[src/rtl/fp_pkg.sv]
// rtl/fp_pkg.sv - shared types and constants for the FP hazard controller
// Purpose: FP op codes, divide-sequencer state encoding and the FPR index type.
// Ports: none (package).
package fp_pkg;

  // 5-bit FP register index; f0 is a real register.
  typedef logic [4:0] fpr_t;

  localparam logic [2:0] FC_ADD  = 3'b000;
  localparam logic [2:0] FC_SUB  = 3'b001;
  localparam logic [2:0] FC_MUL  = 3'b010;
  localparam logic [2:0] FC_DIV  = 3'b100;
  localparam logic [2:0] FC_SQRT = 3'b101;

  typedef enum logic {
    IDLE = 1'b0,
    BUSY = 1'b1
  } div_state_t;

  // div and sqrt share op-code bit 2; both are iterative ops.
  function automatic logic is_iter(input logic [2:0] fc);
    return (fc & FC_DIV) == FC_DIV;
  endfunction

endpackage

[src/rtl/fp_hazard_ctrl_if.sv]
// rtl/fp_hazard_ctrl_if.sv - ID/EX/MEM hazard inputs and stall/forward outputs
// Purpose: bundles everything the hazard controller sees from the pipeline and
//          drives back to the IU and FPR read muxes.
// Ports: slave  = controller side (consumes id_/e_/m_/ext_stl, drives e*n/e*w,
//                 fwd*, stl*); master = pipeline side (the reverse).
interface fp_hazard_ctrl_if;
  import fp_pkg::*;

  logic       id_fop;
  logic [2:0] id_fc;
  fpr_t       id_fs;
  fpr_t       id_ft;
  fpr_t       id_fd;
  logic       id_swc1;
  logic       e_lwc1;
  fpr_t       e_rt;
  logic       m_lwc1;
  fpr_t       m_rt;
  logic       ext_stl;

  fpr_t       e1n;
  fpr_t       e2n;
  fpr_t       e3n;
  logic       e1w;
  logic       e2w;
  logic       e3w;
  logic       fwdla;
  logic       fwdlb;
  logic       fwdfa;
  logic       fwdfb;
  logic       stl_fp;
  logic       stl_lwc1;
  logic       stl_swc1;
  logic       stl_div;
  logic       stl;

  modport slave (
    input  id_fop, id_fc, id_fs, id_ft, id_fd, id_swc1,
    input  e_lwc1, e_rt, m_lwc1, m_rt, ext_stl,
    output e1n, e2n, e3n, e1w, e2w, e3w,
    output fwdla, fwdlb, fwdfa, fwdfb,
    output stl_fp, stl_lwc1, stl_swc1, stl_div, stl
  );

  modport master (
    output id_fop, id_fc, id_fs, id_ft, id_fd, id_swc1,
    output e_lwc1, e_rt, m_lwc1, m_rt, ext_stl,
    input  e1n, e2n, e3n, e1w, e2w, e3w,
    input  fwdla, fwdlb, fwdfa, fwdfb,
    input  stl_fp, stl_lwc1, stl_swc1, stl_div, stl
  );

endinterface

[src/rtl/fp_div_seq.sv]
// rtl/fp_div_seq.sv - iterative-issue sequencer holding fdiv/fsqrt in ID
// Purpose: counts DIV_CYCLES-1 stall cycles for an iterative op, then lets it
//          issue in the first cycle no other stall cause is active.
// Ports: clk, clrn (async active-low); isdiv (ID holds div/sqrt); stl_other
//        (every stall cause except this one); stl_div (stall request);
//        busy (sequencer is counting or waiting to issue).
module fp_div_seq
  import fp_pkg::*;
#(
  parameter int DIV_CYCLES = 4,
  parameter int CNT_W      = 3
) (
  input  logic clk,
  input  logic clrn,
  input  logic isdiv,
  input  logic stl_other,
  output logic stl_div,
  output logic busy
);

  localparam logic [CNT_W-1:0] CNT_LOAD = CNT_W'(DIV_CYCLES - 1);
  localparam logic [CNT_W-1:0] CNT_ONE  = CNT_W'(1);

  div_state_t       state, state_nx;
  logic [CNT_W-1:0] cnt, cnt_nx;

  always_ff @(posedge clk or negedge clrn) begin
    if (!clrn) begin
      state <= IDLE;
      cnt   <= '0;
    end else begin
      state <= state_nx;
      cnt   <= cnt_nx;
    end
  end

  always_comb begin
    state_nx = state;
    cnt_nx   = cnt;
    stl_div  = 1'b0;
    case (state)
      IDLE: begin
        // Start only once nothing else is stalling ID, so the count covers
        // cycles the op would otherwise have been free to issue.
        if (isdiv && !stl_other) begin
          state_nx = BUSY;
          cnt_nx   = CNT_LOAD;
          stl_div  = 1'b1;
        end
      end
      BUSY: begin
        if (cnt > CNT_ONE) begin
          stl_div = 1'b1;
          cnt_nx  = cnt - CNT_ONE;
        end else if (!stl_other) begin
          // Final cycle: the op leaves ID this edge.
          state_nx = IDLE;
          cnt_nx   = '0;
        end
      end
    endcase
    // The op still sitting in ID during reset must not look like a stall;
    // it restarts its full count once reset is released.
    if (!clrn) stl_div = 1'b0;
  end

  assign busy = (state == BUSY);

endmodule

[src/rtl/fp_hazard_ctrl.sv]
// rtl/fp_hazard_ctrl.sv - FP data-hazard stall and forwarding controller
// Purpose: shadows the 3-stage FPU destination pipe and compares the ID FP
//          instruction against it and against in-flight lwc1 loads.
// Ports: clk, clrn (async active-low); hz (slave) carries the ID operands,
//        EX/MEM lwc1 info and ext_stl in, and the shadow pipe, forward
//        selects and stall causes out.
module fp_hazard_ctrl
  import fp_pkg::*;
#(
  parameter int DIV_CYCLES = 4,
  parameter int CNT_W      = 3
) (
  input  logic                clk,
  input  logic                clrn,
  fp_hazard_ctrl_if.slave     hz
);

  fpr_t e1n_q, e2n_q, e3n_q;
  logic e1w_q, e2w_q, e3w_q;

  logic usea, useb;
  logic isdiv;
  logic hit_e1_ab, hit_e2_ab, hit_e1_b, hit_e2_b;
  logic stl_fp, stl_lwc1, stl_swc1, stl_div, stl_other, stl;
  logic fwdla, fwdlb;
  logic div_busy;

  assign usea  = hz.id_fop;
  assign useb  = hz.id_fop | hz.id_swc1;
  assign isdiv = hz.id_fop & is_iter(hz.id_fc);

  // Results in e1/e2 are not yet available for forwarding; only e3 is.
  assign hit_e1_ab = e1w_q & ((e1n_q == hz.id_fs) | (e1n_q == hz.id_ft));
  assign hit_e2_ab = e2w_q & ((e2n_q == hz.id_fs) | (e2n_q == hz.id_ft));
  assign hit_e1_b  = e1w_q & (e1n_q == hz.id_ft);
  assign hit_e2_b  = e2w_q & (e2n_q == hz.id_ft);

  assign stl_fp   = hz.id_fop  & (hit_e1_ab | hit_e2_ab);
  assign stl_swc1 = hz.id_swc1 & (hit_e1_b  | hit_e2_b);
  assign stl_lwc1 = hz.e_lwc1 & ((usea & (hz.e_rt == hz.id_fs)) |
                                 (useb & (hz.e_rt == hz.id_ft)));

  // stl_div consumes stl_other, never stl, so there is no loop through stl.
  assign stl_other = stl_fp | stl_lwc1 | stl_swc1 | hz.ext_stl;
  assign stl       = stl_other | stl_div;

  // The MEM lwc1 is younger than the e3 result, so it takes priority.
  assign fwdla = usea & hz.m_lwc1 & (hz.m_rt == hz.id_fs);
  assign fwdlb = useb & hz.m_lwc1 & (hz.m_rt == hz.id_ft);

  fp_div_seq #(
    .DIV_CYCLES (DIV_CYCLES),
    .CNT_W      (CNT_W)
  ) u_div_seq (
    .clk       (clk),
    .clrn      (clrn),
    .isdiv     (isdiv),
    .stl_other (stl_other),
    .stl_div   (stl_div),
    .busy      (div_busy)
  );

  // The FP pipe never stalls; a stalled ID op enters e1 as a bubble.
  always_ff @(posedge clk or negedge clrn) begin
    if (!clrn) begin
      e1n_q <= '0;
      e2n_q <= '0;
      e3n_q <= '0;
      e1w_q <= 1'b0;
      e2w_q <= 1'b0;
      e3w_q <= 1'b0;
    end else begin
      e3n_q <= e2n_q;
      e3w_q <= e2w_q;
      e2n_q <= e1n_q;
      e2w_q <= e1w_q;
      e1n_q <= hz.id_fd;
      e1w_q <= hz.id_fop & ~stl;
    end
  end

  // The sequencer relies on the IU holding the iterative op in ID while stalled.
  a_div_held: assert property (@(posedge clk) disable iff (!clrn)
                               (div_busy && stl) |=> isdiv);

  assign hz.e1n      = e1n_q;
  assign hz.e2n      = e2n_q;
  assign hz.e3n      = e3n_q;
  assign hz.e1w      = e1w_q;
  assign hz.e2w      = e2w_q;
  assign hz.e3w      = e3w_q;
  assign hz.fwdla    = fwdla;
  assign hz.fwdlb    = fwdlb;
  assign hz.fwdfa    = usea & e3w_q & (e3n_q == hz.id_fs) & ~fwdla;
  assign hz.fwdfb    = useb & e3w_q & (e3n_q == hz.id_ft) & ~fwdlb;
  assign hz.stl_fp   = stl_fp;
  assign hz.stl_lwc1 = stl_lwc1;
  assign hz.stl_swc1 = stl_swc1;
  assign hz.stl_div  = stl_div;
  assign hz.stl      = stl;

endmodule

[src/flat_wrapper.sv]
// flat-port wrapper written by rule: the top's interface ports become plain ports
module fp_hazard_ctrl_flat import fp_pkg::*;
#(
  parameter int DIV_CYCLES = 4,
  parameter int CNT_W      = 3
)
  (clk, clrn, hz_id_fop, hz_id_fc, hz_id_fs, hz_id_ft, hz_id_fd, hz_id_swc1, hz_e_lwc1, hz_e_rt, hz_m_lwc1, hz_m_rt, hz_ext_stl, hz_e1n, hz_e2n, hz_e3n, hz_e1w, hz_e2w, hz_e3w, hz_fwdla, hz_fwdlb, hz_fwdfa, hz_fwdfb, hz_stl_fp, hz_stl_lwc1, hz_stl_swc1, hz_stl_div, hz_stl);
  fp_hazard_ctrl_if hz_i ();
  input  logic clk;
  input  logic clrn;
  input wire logic [$bits(hz_i.id_fop)-1:0] hz_id_fop;
  input wire logic [$bits(hz_i.id_fc)-1:0] hz_id_fc;
  input wire logic [$bits(hz_i.id_fs)-1:0] hz_id_fs;
  input wire logic [$bits(hz_i.id_ft)-1:0] hz_id_ft;
  input wire logic [$bits(hz_i.id_fd)-1:0] hz_id_fd;
  input wire logic [$bits(hz_i.id_swc1)-1:0] hz_id_swc1;
  input wire logic [$bits(hz_i.e_lwc1)-1:0] hz_e_lwc1;
  input wire logic [$bits(hz_i.e_rt)-1:0] hz_e_rt;
  input wire logic [$bits(hz_i.m_lwc1)-1:0] hz_m_lwc1;
  input wire logic [$bits(hz_i.m_rt)-1:0] hz_m_rt;
  input wire logic [$bits(hz_i.ext_stl)-1:0] hz_ext_stl;
  output wire logic [$bits(hz_i.e1n)-1:0] hz_e1n;
  output wire logic [$bits(hz_i.e2n)-1:0] hz_e2n;
  output wire logic [$bits(hz_i.e3n)-1:0] hz_e3n;
  output wire logic [$bits(hz_i.e1w)-1:0] hz_e1w;
  output wire logic [$bits(hz_i.e2w)-1:0] hz_e2w;
  output wire logic [$bits(hz_i.e3w)-1:0] hz_e3w;
  output wire logic [$bits(hz_i.fwdla)-1:0] hz_fwdla;
  output wire logic [$bits(hz_i.fwdlb)-1:0] hz_fwdlb;
  output wire logic [$bits(hz_i.fwdfa)-1:0] hz_fwdfa;
  output wire logic [$bits(hz_i.fwdfb)-1:0] hz_fwdfb;
  output wire logic [$bits(hz_i.stl_fp)-1:0] hz_stl_fp;
  output wire logic [$bits(hz_i.stl_lwc1)-1:0] hz_stl_lwc1;
  output wire logic [$bits(hz_i.stl_swc1)-1:0] hz_stl_swc1;
  output wire logic [$bits(hz_i.stl_div)-1:0] hz_stl_div;
  output wire logic [$bits(hz_i.stl)-1:0] hz_stl;
  assign hz_i.id_fop = hz_id_fop;
  assign hz_i.id_fc = hz_id_fc;
  assign hz_i.id_fs = hz_id_fs;
  assign hz_i.id_ft = hz_id_ft;
  assign hz_i.id_fd = hz_id_fd;
  assign hz_i.id_swc1 = hz_id_swc1;
  assign hz_i.e_lwc1 = hz_e_lwc1;
  assign hz_i.e_rt = hz_e_rt;
  assign hz_i.m_lwc1 = hz_m_lwc1;
  assign hz_i.m_rt = hz_m_rt;
  assign hz_i.ext_stl = hz_ext_stl;
  assign hz_e1n = hz_i.e1n;
  assign hz_e2n = hz_i.e2n;
  assign hz_e3n = hz_i.e3n;
  assign hz_e1w = hz_i.e1w;
  assign hz_e2w = hz_i.e2w;
  assign hz_e3w = hz_i.e3w;
  assign hz_fwdla = hz_i.fwdla;
  assign hz_fwdlb = hz_i.fwdlb;
  assign hz_fwdfa = hz_i.fwdfa;
  assign hz_fwdfb = hz_i.fwdfb;
  assign hz_stl_fp = hz_i.stl_fp;
  assign hz_stl_lwc1 = hz_i.stl_lwc1;
  assign hz_stl_swc1 = hz_i.stl_swc1;
  assign hz_stl_div = hz_i.stl_div;
  assign hz_stl = hz_i.stl;
  fp_hazard_ctrl #(.DIV_CYCLES(DIV_CYCLES), .CNT_W(CNT_W)) u_core (.clk(clk), .clrn(clrn), .hz(hz_i));
endmodule
[config.mk]
export PLATFORM = sky130hd
export DESIGN_NAME = fp_hazard_ctrl_flat
export DESIGN_NICKNAME = d
export VERILOG_FILES = /design/src/rtl/fp_pkg.sv /design/src/rtl/fp_hazard_ctrl_if.sv /design/src/rtl/fp_div_seq.sv /design/src/rtl/fp_hazard_ctrl.sv /design/src/flat_wrapper.sv
export SDC_FILE = /design/constraint.sdc
export NUM_CORES = 1
export LEC_CHECK = 0
export CORE_MARGIN = 5
export CORE_UTILIZATION = 45
export CTS_BUF_LIST = sky130_fd_sc_hd__clkbuf_4 sky130_fd_sc_hd__clkbuf_8
export DETAILED_ROUTE_END_ITERATION = 16
export PLACE_DENSITY = 0.83
export SYNTH_ARGS = -nofsm -noshare
export SYNTH_HDL_FRONTEND = slang
export SYNTH_HIERARCHICAL = 1
export SYNTH_SLANG_ARGS = --single-unit
[constraint.sdc]
create_clock -name clk -period 2.8 [get_ports clk]
set_input_delay 0.56 -clock clk [delete_from_list [all_inputs] [get_ports clk]]
set_output_delay 0.56 -clock clk [all_outputs]
set_load 0.02 [all_outputs]
Word-level counts from Yosys, hierarchy flattened --
Cells that the tools add are included.
Cells by class: multiply operators 0, mux-type cells 11, shifts and indexed selects 0, magnitude comparators 1, divide/modulo/power cells 0, bitwise operators 35, eq/ne operators 12, $add $sub $neg 1, reductions and logical operators 3
Operators by type and width (number):
- 5-bit == test | 10
- 1-bit bitwise AND | 21
- 1-bit bitwise OR | 10
- 3-bit 2-to-1 mux | 3
- 3-bit one-hot mux with 2 select lines | 1
- 1-bit 2-to-1 mux | 5
- 1-bit NOT | 4
- 1-bit one-hot mux with 2 select lines | 2
- 3-bit by 1-bit > comparator with 1-bit output (second input constant) | 1
- 3-bit != test (second input constant) | 1
- 3-bit by 1-bit subtractor with 3-bit output (second input constant) | 1
- 2-bit != test (second input constant) | 1
- 2-bit AND reduction | 1
- 1-bit logical AND | 1
- 1-bit zero test | 1
Storage, ports and cells: logic and storage cells 71, bits in writable memories 0, memories kept 0, bits of input ports 35, output and inout bits 27, bits in latches 0, flip-flop bits (word level) 22, ROM bits 0

Logic depth before layout (Yosys ltp) --
Gate-level depths: netlist (run 1).
depth after elaboration 16, depth in mapped cells 11, mapped depth without buffers 10

Cells and area by module --
The synthesis (run 1) kept the hierarchy.
Modules (own cells, without submodules):
- fp_hazard_ctrl | seq. area each 450.4 um2, instances 1, cells an instance 117, area each 1231.2 um2
- fp_div_seq | seq. area each 100.1 um2, instances 1, cells an instance 30, area each 294.0 um2

Least setup slack after synthesis (run 1) --
Ideal clock, no wire load.
kind input port to output port, start point input port hz_id_ft[0], end point output port hz_stl, buffers on the path 1, path slack -0.148 ns, arrival 2.388 ns, stages on the path 11, required time 2.240 ns, cells stage by stage buf_4 > xnor2_1 > nand4_1 > o22ai_1 > nor2_2 > nand3b_1 > nand2b_4 > nand2_1 > and3_1 > nor2_1 > nand3_1
On the way: elaborated cells on any way between the ends 25, classes of those cells eq/ne (3); mux (3); bitwise (17); reduce/logical (2)
RTL lines:
- start: declaration | line flat_wrapper.sv:14 | input wire logic [$bits(hz_i.id_ft)-1:0] hz_id_ft;
- 5-bit == test | line fp_hazard_ctrl.sv:41 | (useb & (hz.e_rt == hz.id_ft)));
- 1-bit bitwise AND | line fp_hazard_ctrl.sv:41
- 1-bit bitwise OR | line fp_hazard_ctrl.sv:40 | assign stl_lwc1 = hz.e_lwc1 & ((usea & (hz.e_rt == hz.id_fs)) |
- 1-bit bitwise AND | line fp_hazard_ctrl.sv:40
- named net hz_stl_lwc1 | line flat_wrapper.sv:33 | output wire logic [$bits(hz_i.stl_lwc1)-1:0] hz_stl_lwc1;
- 1-bit bitwise OR (3 in a row) | line fp_hazard_ctrl.sv:44 | assign stl_other = stl_fp | stl_lwc1 | stl_swc1 | hz.ext_stl;
- named net u_core.stl_other | line fp_hazard_ctrl.sv:24 | logic stl_fp, stl_lwc1, stl_swc1, stl_div, stl_other, stl;
- 1-bit zero test
- 1-bit logical AND | line fp_div_seq.sv:45 | if (isdiv && !stl_other) begin
- 1-bit 2-to-1 mux | line fp_div_seq.sv:45
- 1-bit one-hot mux with 2 select lines | line fp_div_seq.sv:41 | case (state)
- 1-bit 2-to-1 mux | line fp_div_seq.sv:64 | if (!clrn) stl_div = 1'b0;
- named net hz_stl_div | line flat_wrapper.sv:35 | output wire logic [$bits(hz_i.stl_div)-1:0] hz_stl_div;
- 1-bit bitwise OR | line fp_hazard_ctrl.sv:45 | assign stl = stl_other | stl_div;
- end: declaration | line flat_wrapper.sv:36 | output wire logic [$bits(hz_i.stl)-1:0] hz_stl;
The timed path passes the listed nets, and every way through them passes these cells.

Final worst setup path (run 1) --
start point register u_core.e2n_q[3] (netlist: u_core/hz.e2n[3]), end point output port hz_stl
On the way: word-level cells in the longest chain between the ends 14, elaborated cells on any way between the ends 18, classes of those cells eq/ne (2); mux (3); bitwise (11); reduce/logical (2)
Ends and longest elaborated chain:
- start: declaration | line fp_hazard_ctrl.sv:18 | fpr_t e1n_q, e2n_q, e3n_q;
- start signal: assignment | line fp_hazard_ctrl.sv:75 | e2n_q <= e1n_q;
- 5-bit == test (on tied branches) | line fp_hazard_ctrl.sv:34, fp_hazard_ctrl.sv:36
- 1-bit bitwise OR | line fp_hazard_ctrl.sv:34 | assign hit_e2_ab = e2w_q & ((e2n_q == hz.id_fs) | (e2n_q == hz.id_ft));
- 1-bit bitwise AND | line fp_hazard_ctrl.sv:34
- 1-bit bitwise OR | line fp_hazard_ctrl.sv:38 | assign stl_fp = hz.id_fop & (hit_e1_ab | hit_e2_ab);
- 1-bit bitwise AND | line fp_hazard_ctrl.sv:38
- 1-bit bitwise OR | line fp_hazard_ctrl.sv:44
- 1-bit bitwise OR (*) (2 in a row) | line fp_hazard_ctrl.sv:44
- named net u_core.stl_other | line fp_hazard_ctrl.sv:24
- 1-bit zero test
- 1-bit logical AND | line fp_div_seq.sv:45
- 1-bit 2-to-1 mux | line fp_div_seq.sv:45
- 1-bit one-hot mux with 2 select lines | line fp_div_seq.sv:41
- 1-bit 2-to-1 mux | line fp_div_seq.sv:64
- 1-bit bitwise OR (*) | line fp_hazard_ctrl.sv:45
The timed path passes the listed nets; every way through them passes the cells marked *.

==> flow_metrics.py, run 1 <==
metrics = {
    "route": {
        "viasPerCell": 5.10,
        "firstDrtPassIters": 4,
        "wl_mm": 4.98,
        "drt-initial-drc-count": 86,
        "drc": 0,
        "via_count": 1469,
        "drtAntennaViolNets": 0,
        "wl_per_cell_um": 17.3,
    },
    "clock_tree": {
        "cts-root-buf": "clkbuf_4",
        "htree_num_levels": 1,
        "clk_latency_ps": 300,
        "cts_tree": "done",
        "cts_sinks": 22,
        "clk_pin_slew_worst_paths_ps": 120,
        "clockBufferDepth": 2,
        "cts_buffers": 3,
    },
    "timing": {
        "max_freq_mhz": 335,
        "slew_headroom_pct": 76.9,
        "finalHoldViolCount": 0,
        "fin_ws_ps": -187,
        "slew_viol_final": 0,
        "setup_violations": 2,
        "timing.final.crit_period_ps": 2990,
        "grt_setup_unrepaired": "yes",
        "min_period_over_period_pct": 107,
        "worst_pin_slew_ps": 343,
        "finClkSkew_ps": 2.30,
    },
    "worst_setup_path": {
        "critical_path_class": "flop to output pin",
        "critPathRequiredTime_ps": 2240,
        "startpoint_type": "flop",
        "crit_slowest_cell": "dfrtp_1",
        "crit_buf_inv": 1,
        "cp-end-kind": "output pin",
        "path_max_fanout": 3,
        "crit_chain": "xor2_1, nor4_1, and3_1, o31ai_2, nand3b_1, nand2b_4, nand2_2, and3_4, nor2_4, nand3_2, buf_6",
        "worst-r2r-setup-slack_ps": 440,
        "slowest_delay_ps": 450,
        "crit_family": "simple AND/OR/NAND/NOR gates",
        "reg2regPathDepth": 11,
        "r2r_end": "u_core/u_div_seq/cnt[0]$_DFFE_PN0P_",
        "critPathArrivalTime_ps": 2430,
        "timing.rr.start": "u_core/hz.e1n[2]$_DFF_PN0_",
    },
    "grt": {
        "grt_max_degree": 23,
        "grt_pass1_vias": 1668,
        "grt_usage_pct": 23.1,
        "antenna_found_initial": 0,
        "overflow": 0,
        "grt_pass1_wl_mm": 7.95,
    },
    "hold_path": {
        "min_to": "u_core/hz.e3w$_DFF_PN0_",
        "hold_depth": 0,
        "hold_path_startpoint": "u_core/hz.e2w$_DFF_PN0_",
        "min_path_type": "flop to flop",
    },
    "power": {
        "power_frac_seq_pct": 34.5,
        "swShare_pct": 34.9,
        "p_int_uw": 811,
        "p_leak_uw": 0.00112,
        "clkPwrFrac_pct": 19.2,
        "power_density_mw_per_mm2": 499,
        "p_sw_uw": 436,
        "finalPower_uw": 1250,
        "irDropWorstVdd_mv": 0.437,
        "pwr-share-comb_pct": 46.4,
    },
    "run_status": {
        "status": "complete, but fails checks",
        "violations": "negative setup slack",
    },
    "yosys": {
        "syn-cell-area_mm2": 0.00153,
        "yosys_warnings": 6,
        "synth_edf_count": 0,
        "avgSynthCellArea_um2": 10.4,
        "seq_area_frac_synth_pct": 36.1,
        "syn_nets": 184,
        "async_flop_share_pct": 100,
        "ys_seq_elements": 22,
        "ys_types": 37,
        "ys.flop_type": "dfrtp_1",
        "syn_inst": 147,
    },
    "place": {
        "port_buffers": 59,
        "hpwl_mm": 3.94,
        "place_inst": 275,
        "gp_congestion": 0.892,
    },
    "finish": {
        "syn_to_final_growth_pct": 63.8,
        "final_common_cell": "buf_4",
        "fillCellCount": 232,
        "final_cells": 288,
        "regArea_um2": 551,
        "antenna_cells": 0,
        "multi_input_area_um2": 913,
        "nNetsFinal": 280,
        "final_cell_mix": "buf_4, xnor2_1, clkdlybuf4s50_1, dfrtp_1, xor2_1",
        "drive_gt1_share_pct": 32.6,
    },
    "die": {
        "start_util_pct": 46.1,
        "chipHeight_um": 68.2,
        "ios": 62,
        "die_w_um": 68.2,
        "core_area_mm2": 0.00331,
        "die_area_mm2": 0.00465,
        "rows": 21,
    },
    "job": {
        "maxCapViolCount": 0,
    },
}
==> synth_stat cells (2+ instances only) <==
library cell	number	area [um2]
and3_1	2	12.5
buf_4	3	22.5
buf_6	7	78.8
dfrtp_1	22	551
ha_1	2	25.0
inv_1	5	18.8
nand2_1	6	22.5
nand3_1	7	35.0
nand4_1	8	50.1
nor2_1	2	7.51
nor3_1	3	15.0
nor4_1	3	18.8
o21ai_0	4	20.0
o22ai_2	2	25.0
xnor2_1	40	350
xor2_1	10	87.6
==> power groups by stage <==
stage / logic [uW] / clock network (uW) / registers (uW)
floorplan: 316 / 0 / 440
global placement: 500 / 0 / 425
detailed placement: 540 / 0 / 435
CTS: 571 / 242 / 427
global route: 621 / 256 / 435
finish: 578 / 239 / 430
==> through the flow <==
stage / hold WS (ps) / TNS, ps / area [um2] / util, % / worst slack (ps)
3_3_place_gp: 443 / -3220 / 2340 / 70.8 / -814
3_5_place_dp: 455 / -3560 / 2340 / 70.8 / -891
2_1_floorplan: 264 / 0 / 1550 / - / 0.690
4_1_cts: 482 / -89.2 / 2480 / 74.9 / -72.4
5_1_grt: 507 / -549 / 2500 / 75.5 / -307
6_report: 489 / -328 / 2500 / 75.5 / -187
==> kinds of logic (layout without fill, tap and decap cells) <==
logic type | after synthesis | in the layout | share of synthesized area [%]
AO/OA/AOI/OAI | 16 | 16 | 9.02
XOR/XNOR | 50 | 50 | 28.7
adder cells (fa/ha/maj) | 2 | 2 | 1.64
buffers and inverters | 16 | 111 | 8.20
flip-flops | 22 | 22 | 36.1
multiplexers | 1 | 1 | 0.656
AND/OR/NAND/NOR | 40 | 40 | 15.7
==> layer usage <==
metal	GRT usage [%]	up-vias	part of all wire, %
li1	-	688	-
met1	26.8	703	41
met2	42.1	64	51
met3	2.79	14	5.5
met4	9.93	0	2.7
met5	0	-	0
==> worst max-delay path by stage <==
stage                               startpoint  endpoint  slack [ps]  depth (start not counted)
global placement                   hz_id_fs[3]    hz_stl        -810                         12
finish              u_core/hz.e2n[3]$_DFF_PN0_    hz_stl        -190                         11
CTS                 u_core/hz.e1n[2]$_DFF_PN0_    hz_stl         -70                         11
global route        u_core/hz.e2n[3]$_DFF_PN0_    hz_stl        -310                         11
detailed placement                 hz_id_ft[1]    hz_stl        -890                         12
floorplan                          hz_id_ft[4]    hz_stl         0.7                         11
==> registers in the layout (all words and copies together), names as in the netlist <==
signal / count
u_core/u_div_seq/cnt: 3
u_core/hz.e3w: 1
u_core/hz.e2w: 1
u_core/hz.e3n: 5
u_core/u_div_seq/busy: 1
u_core/hz.e1w: 1
u_core/hz.e1n: 5
u_core/hz.e2n: 5
==> timing repair <==
item                                    4_1_cts  5_1_grt
hold endpoints to repair                      0        0
buffers inserted                              7        2
endpoints found under the setup margin        9        6
resized for setup                            66        6
pin swaps                                    20        8
hold buffers                                  0        0
gates cloned                                  0        0
==> cell type report <==
cell class	count	share of cell area [%]
multi-input combinational	109	36.6
timing repair buffer	102	36.3
sequential	22	22.0
tap	46	2.30
clock inverter	1	1.20
clock buffer	3	0.901
inverter	5	0.751
(Power assumes the default switching activity.)
==> inputs of run 2 (changes only) <==
--- a/config.mk
+++ b/config.mk
@@ -5,6 +5,7 @@
 export SDC_FILE = /design/constraint.sdc
 export NUM_CORES = 1
 export LEC_CHECK = 0
+export CAP_MARGIN = 20
 export CORE_MARGIN = 5
 export CORE_UTILIZATION = 45
 export CTS_BUF_LIST = sky130_fd_sc_hd__clkbuf_4 sky130_fd_sc_hd__clkbuf_8
==> results of run 2 <==
Final layout, timing and power as in run 1 (identical DEF).
==> inputs of run 3 (changes only) <==
--- a/config.mk
+++ b/config.mk
@@ -5,12 +5,14 @@
 export SDC_FILE = /design/constraint.sdc
 export NUM_CORES = 1
 export LEC_CHECK = 0
+export ABC_AREA = 1
 export CAP_MARGIN = 20
 export CORE_MARGIN = 5
 export CORE_UTILIZATION = 45
 export CTS_BUF_LIST = sky130_fd_sc_hd__clkbuf_4 sky130_fd_sc_hd__clkbuf_8
 export DETAILED_ROUTE_END_ITERATION = 16
-export PLACE_DENSITY = 0.83
+export PLACE_DENSITY = 0.82
+export SETUP_SLACK_MARGIN = 0.02
 export SYNTH_ARGS = -nofsm -noshare
 export SYNTH_HDL_FRONTEND = slang
 export SYNTH_HIERARCHICAL = 1
==> run 3 against run 2 <==
Against the previous run:
- critical path type is now input port to output pin
- die area grew 6.3%
- the run now ends clean
- first-iteration DRC count grew 97%
- non-clock buffer count shrank 7
==> flow_metrics.py, run 3 <==
metrics = {
    "route": {
        "wl_mm": 5.30,
        "via_count": 1935,
        "firstDrtPassIters": 5,
        "viasPerCell": 5.04,
        "drt-initial-drc-count": 169,
        "wl_per_cell_um": 13.8,
        "drc": 0,
        "drtAntennaViolNets": 0,
    },
    "grt": {
        "grt_pass1_wl_mm": 8.61,
        "overflow": 0,
        "grt_max_degree": 23,
        "grt_pass1_vias": 1835,
        "antenna_found_initial": 0,
        "grt_usage_pct": 21.5,
    },
    "yosys": {
        "synth_area_leaders": "dfrtp_1, nand2_1, inv_1",
        "synth_top_area_cell": "dfrtp_1",
        "async_flop_share_pct": 100,
        "yosysMostFrequentCell": "nand2_1",
        "ys.flop_type": "dfrtp_1",
        "ys_types": 33,
        "yosys_warnings": 6,
        "ys_top_cells_by_count": "nand2_1, inv_1, nor2_1",
        "syn-cell-area_mm2": 0.00164,
        "seq_area_frac_synth_pct": 33.6,
        "ys_seq_elements": 22,
        "syn_inst": 241,
        "syn_nets": 278,
        "synth_top_area_share_pct": 33.6,
        "avgSynthCellArea_um2": 6.80,
        "synth_edf_count": 0,
    },
    "timing": {
        "hold_slack_ps": 432,
        "slew_headroom_pct": 79.3,
        "setup_violations": 0,
        "grt_setup_unrepaired": "yes",
        "timing.final.crit_period_ps": 2710,
        "fin_ws_ps": 89.7,
        "max_freq_mhz": 369,
        "finClkSkew_ps": 4.90,
        "finalHoldViolCount": 0,
        "worst_pin_slew_ps": 308,
        "min_period_over_period_pct": 96.8,
        "slew_viol_final": 0,
    },
    "finish": {
        "nNetsFinal": 375,
        "antenna_cells": 0,
        "final_cell_area_mm2": 0.00254,
        "final_cell_mix": "nand2_1, buf_4, clkdlybuf4s50_1, nor2_1, inv_1",
        "syn_to_final_growth_pct": 54.9,
        "drive_gt1_share_pct": 22.3,
        "fillCellCount": 302,
        "final_cells": 384,
        "final_common_cell": "nand2_1",
    },
    "run_status": {
        "status": "complete, no violations",
    },
    "die": {
        "chipHeight_um": 70.3,
        "die_w_um": 70.3,
        "core_area_mm2": 0.00361,
        "rows": 22,
        "die_area_mm2": 0.00495,
        "ios": 62,
        "start_util_pct": 45.4,
    },
    "power": {
        "irDropWorstVdd_mv": 0.391,
        "p_sw_uw": 460,
        "p_leak_uw": 0.00141,
        "clkPwrFrac_pct": 15.9,
        "pwr-share-comb_pct": 48.2,
        "power_frac_seq_pct": 35.9,
        "power_density_mw_per_mm2": 463,
        "p_int_uw": 715,
        "swShare_pct": 39.1,
    },
    "worst_setup_path": {
        "cp-end-kind": "output pin",
        "reg2regPathDepth": 17,
        "critical_path_class": "input port to output pin",
        "critPathArrivalTime_ps": 2150,
        "timing.rr.start": "u_core/hz.e1n[0]$_DFF_PN0_",
        "startpoint_type": "input port",
        "critPathRequiredTime_ps": 2240,
        "crit_start": "hz_id_fs[4]",
        "path_max_fanout": 4,
    },
    "clock_tree": {
        "htree_num_levels": 1,
        "clockBufferDepth": 2,
        "cts_sinks": 22,
        "cts_tree": "done",
        "clk_latency_ps": 260,
        "cts_buffers": 3,
        "cts-root-buf": "clkbuf_8",
        "clk_pin_slew_worst_paths_ps": 70,
    },
    "place": {
        "port_buffers": 59,
        "place_inst": 379,
        "placed_area_mm2": 0.00251,
        "post-place-ws_ps": -714,
        "gp_congestion": 0.981,
        "hpwl_mm": 4.34,
    },
    "hold_path": {
        "hold_path_startpoint": "u_core/hz.e2w$_DFF_PN0_",
        "min_path_type": "flop to flop",
        "hold_depth": 0,
    },
    "job": {
        "maxCapViolCount": 0,
    },
}
-- run 3: cell types whose count changed after synthesis, sizes merged, moves of 3 or more --
| cell | change |
|---|---|
| nor2 | +29 |
| xnor2 | -34 |
| inv | +33 |
| and3 | -3 |
| o21ai | +8 |
| nand2 | +78 |
| nand3 | +5 |
| buf | -7 |
| xor2 | -5 |
-- run 3: stage by stage --
step,util (%),TNS [ps],power [uW]
2_1_floorplan,-,0,751
3_3_place_gp,69.7,-3160,978
3_5_place_dp,69.7,-3330,999
4_1_cts,70.2,-14.2,1180
5_1_grt,70.3,0,1270
6_report,70.3,0,1170
-- run 3: logic make-up (layout without fill, tap and decap cells) --
family | after synthesis | count (layout) | synth area share [%]
and+or+nand+nor | 140 | 140 | 38.5
buffers and inverters | 42 | 137 | 10.8
adders and majority gates | 2 | 2 | 1.53
xor gates and xnor gates | 11 | 11 | 5.88
DFF | 22 | 22 | 33.6
AOI/OAI and AO/OA | 24 | 24 | 9.63
-- run 3: worst paths after layout --
kind                       slack, ps                                  end
setup / recovery                  90                               hz_stl
hold / removal                   430              u_core/hz.e3w$_DFF_PN0_
setup reg to reg                 960              u_core/hz.e1w$_DFF_PN0_
hold reg to reg                  430              u_core/hz.e3w$_DFF_PN0_
max in group asynchronous       1800  u_core/u_div_seq/cnt[0]$_DFFE_PN0P_
min in group asynchronous        780           u_core/hz.e1n[2]$_DFF_PN0_
-- run 3: per-layer routing --
layer | track usage [%] | wire, um | vias up
met5 | 0 | 0 | -
met4 | 7.66 | 87 | 0
met3 | 3.17 | 402 | 12
met2 | 34.8 | 2520 | 95
met1 | 28.9 | 2290 | 880
li1 | - | - | 948
-- run 3: worst max-delay path, cell delays in order --
cell and delay (ps):
dlygate4sd2_1 250, inv_1 160, nand2_1 90, o21ai_2 60, nor2_1 60, nand3_1 70, nand2_1 80, o21ai_2 150
nand2_1 80, inv_2 80, nand3_4 70, a21boi_2 150, inv_1 70, nand3_2 80, buf_4 140
-- run 3: power by group through the flow --
stage          clock network (uW)  registers, uW  logic, uW
4_1_cts                       192            420        567
3_3_place_gp                    0            426        552
5_1_grt                       208            429        630
3_5_place_dp                    0            426        573
6_report                      187            421        567
2_1_floorplan                   0            436        315
-- run 3: area by class of cell --
type                            count  area [um2]  area share (%)
Inverter                           39         148            5.82
Sequential cell                    22         551            21.7
Multi-Input combinational cell    177         913            36.0
Tap cell                           48        60.1            2.37
Timing Repair Buffer               95         823            32.5
Clock buffer                        3        41.3            1.63
-- run 3: what timing repair did --
action,CTS,global route
gates resized for setup,35,18
pin swaps,2,1
setup buffers,0,2
endpoints found under the setup margin,9,3
endpoints found under the hold margin,0,0
hold buffers,0,0
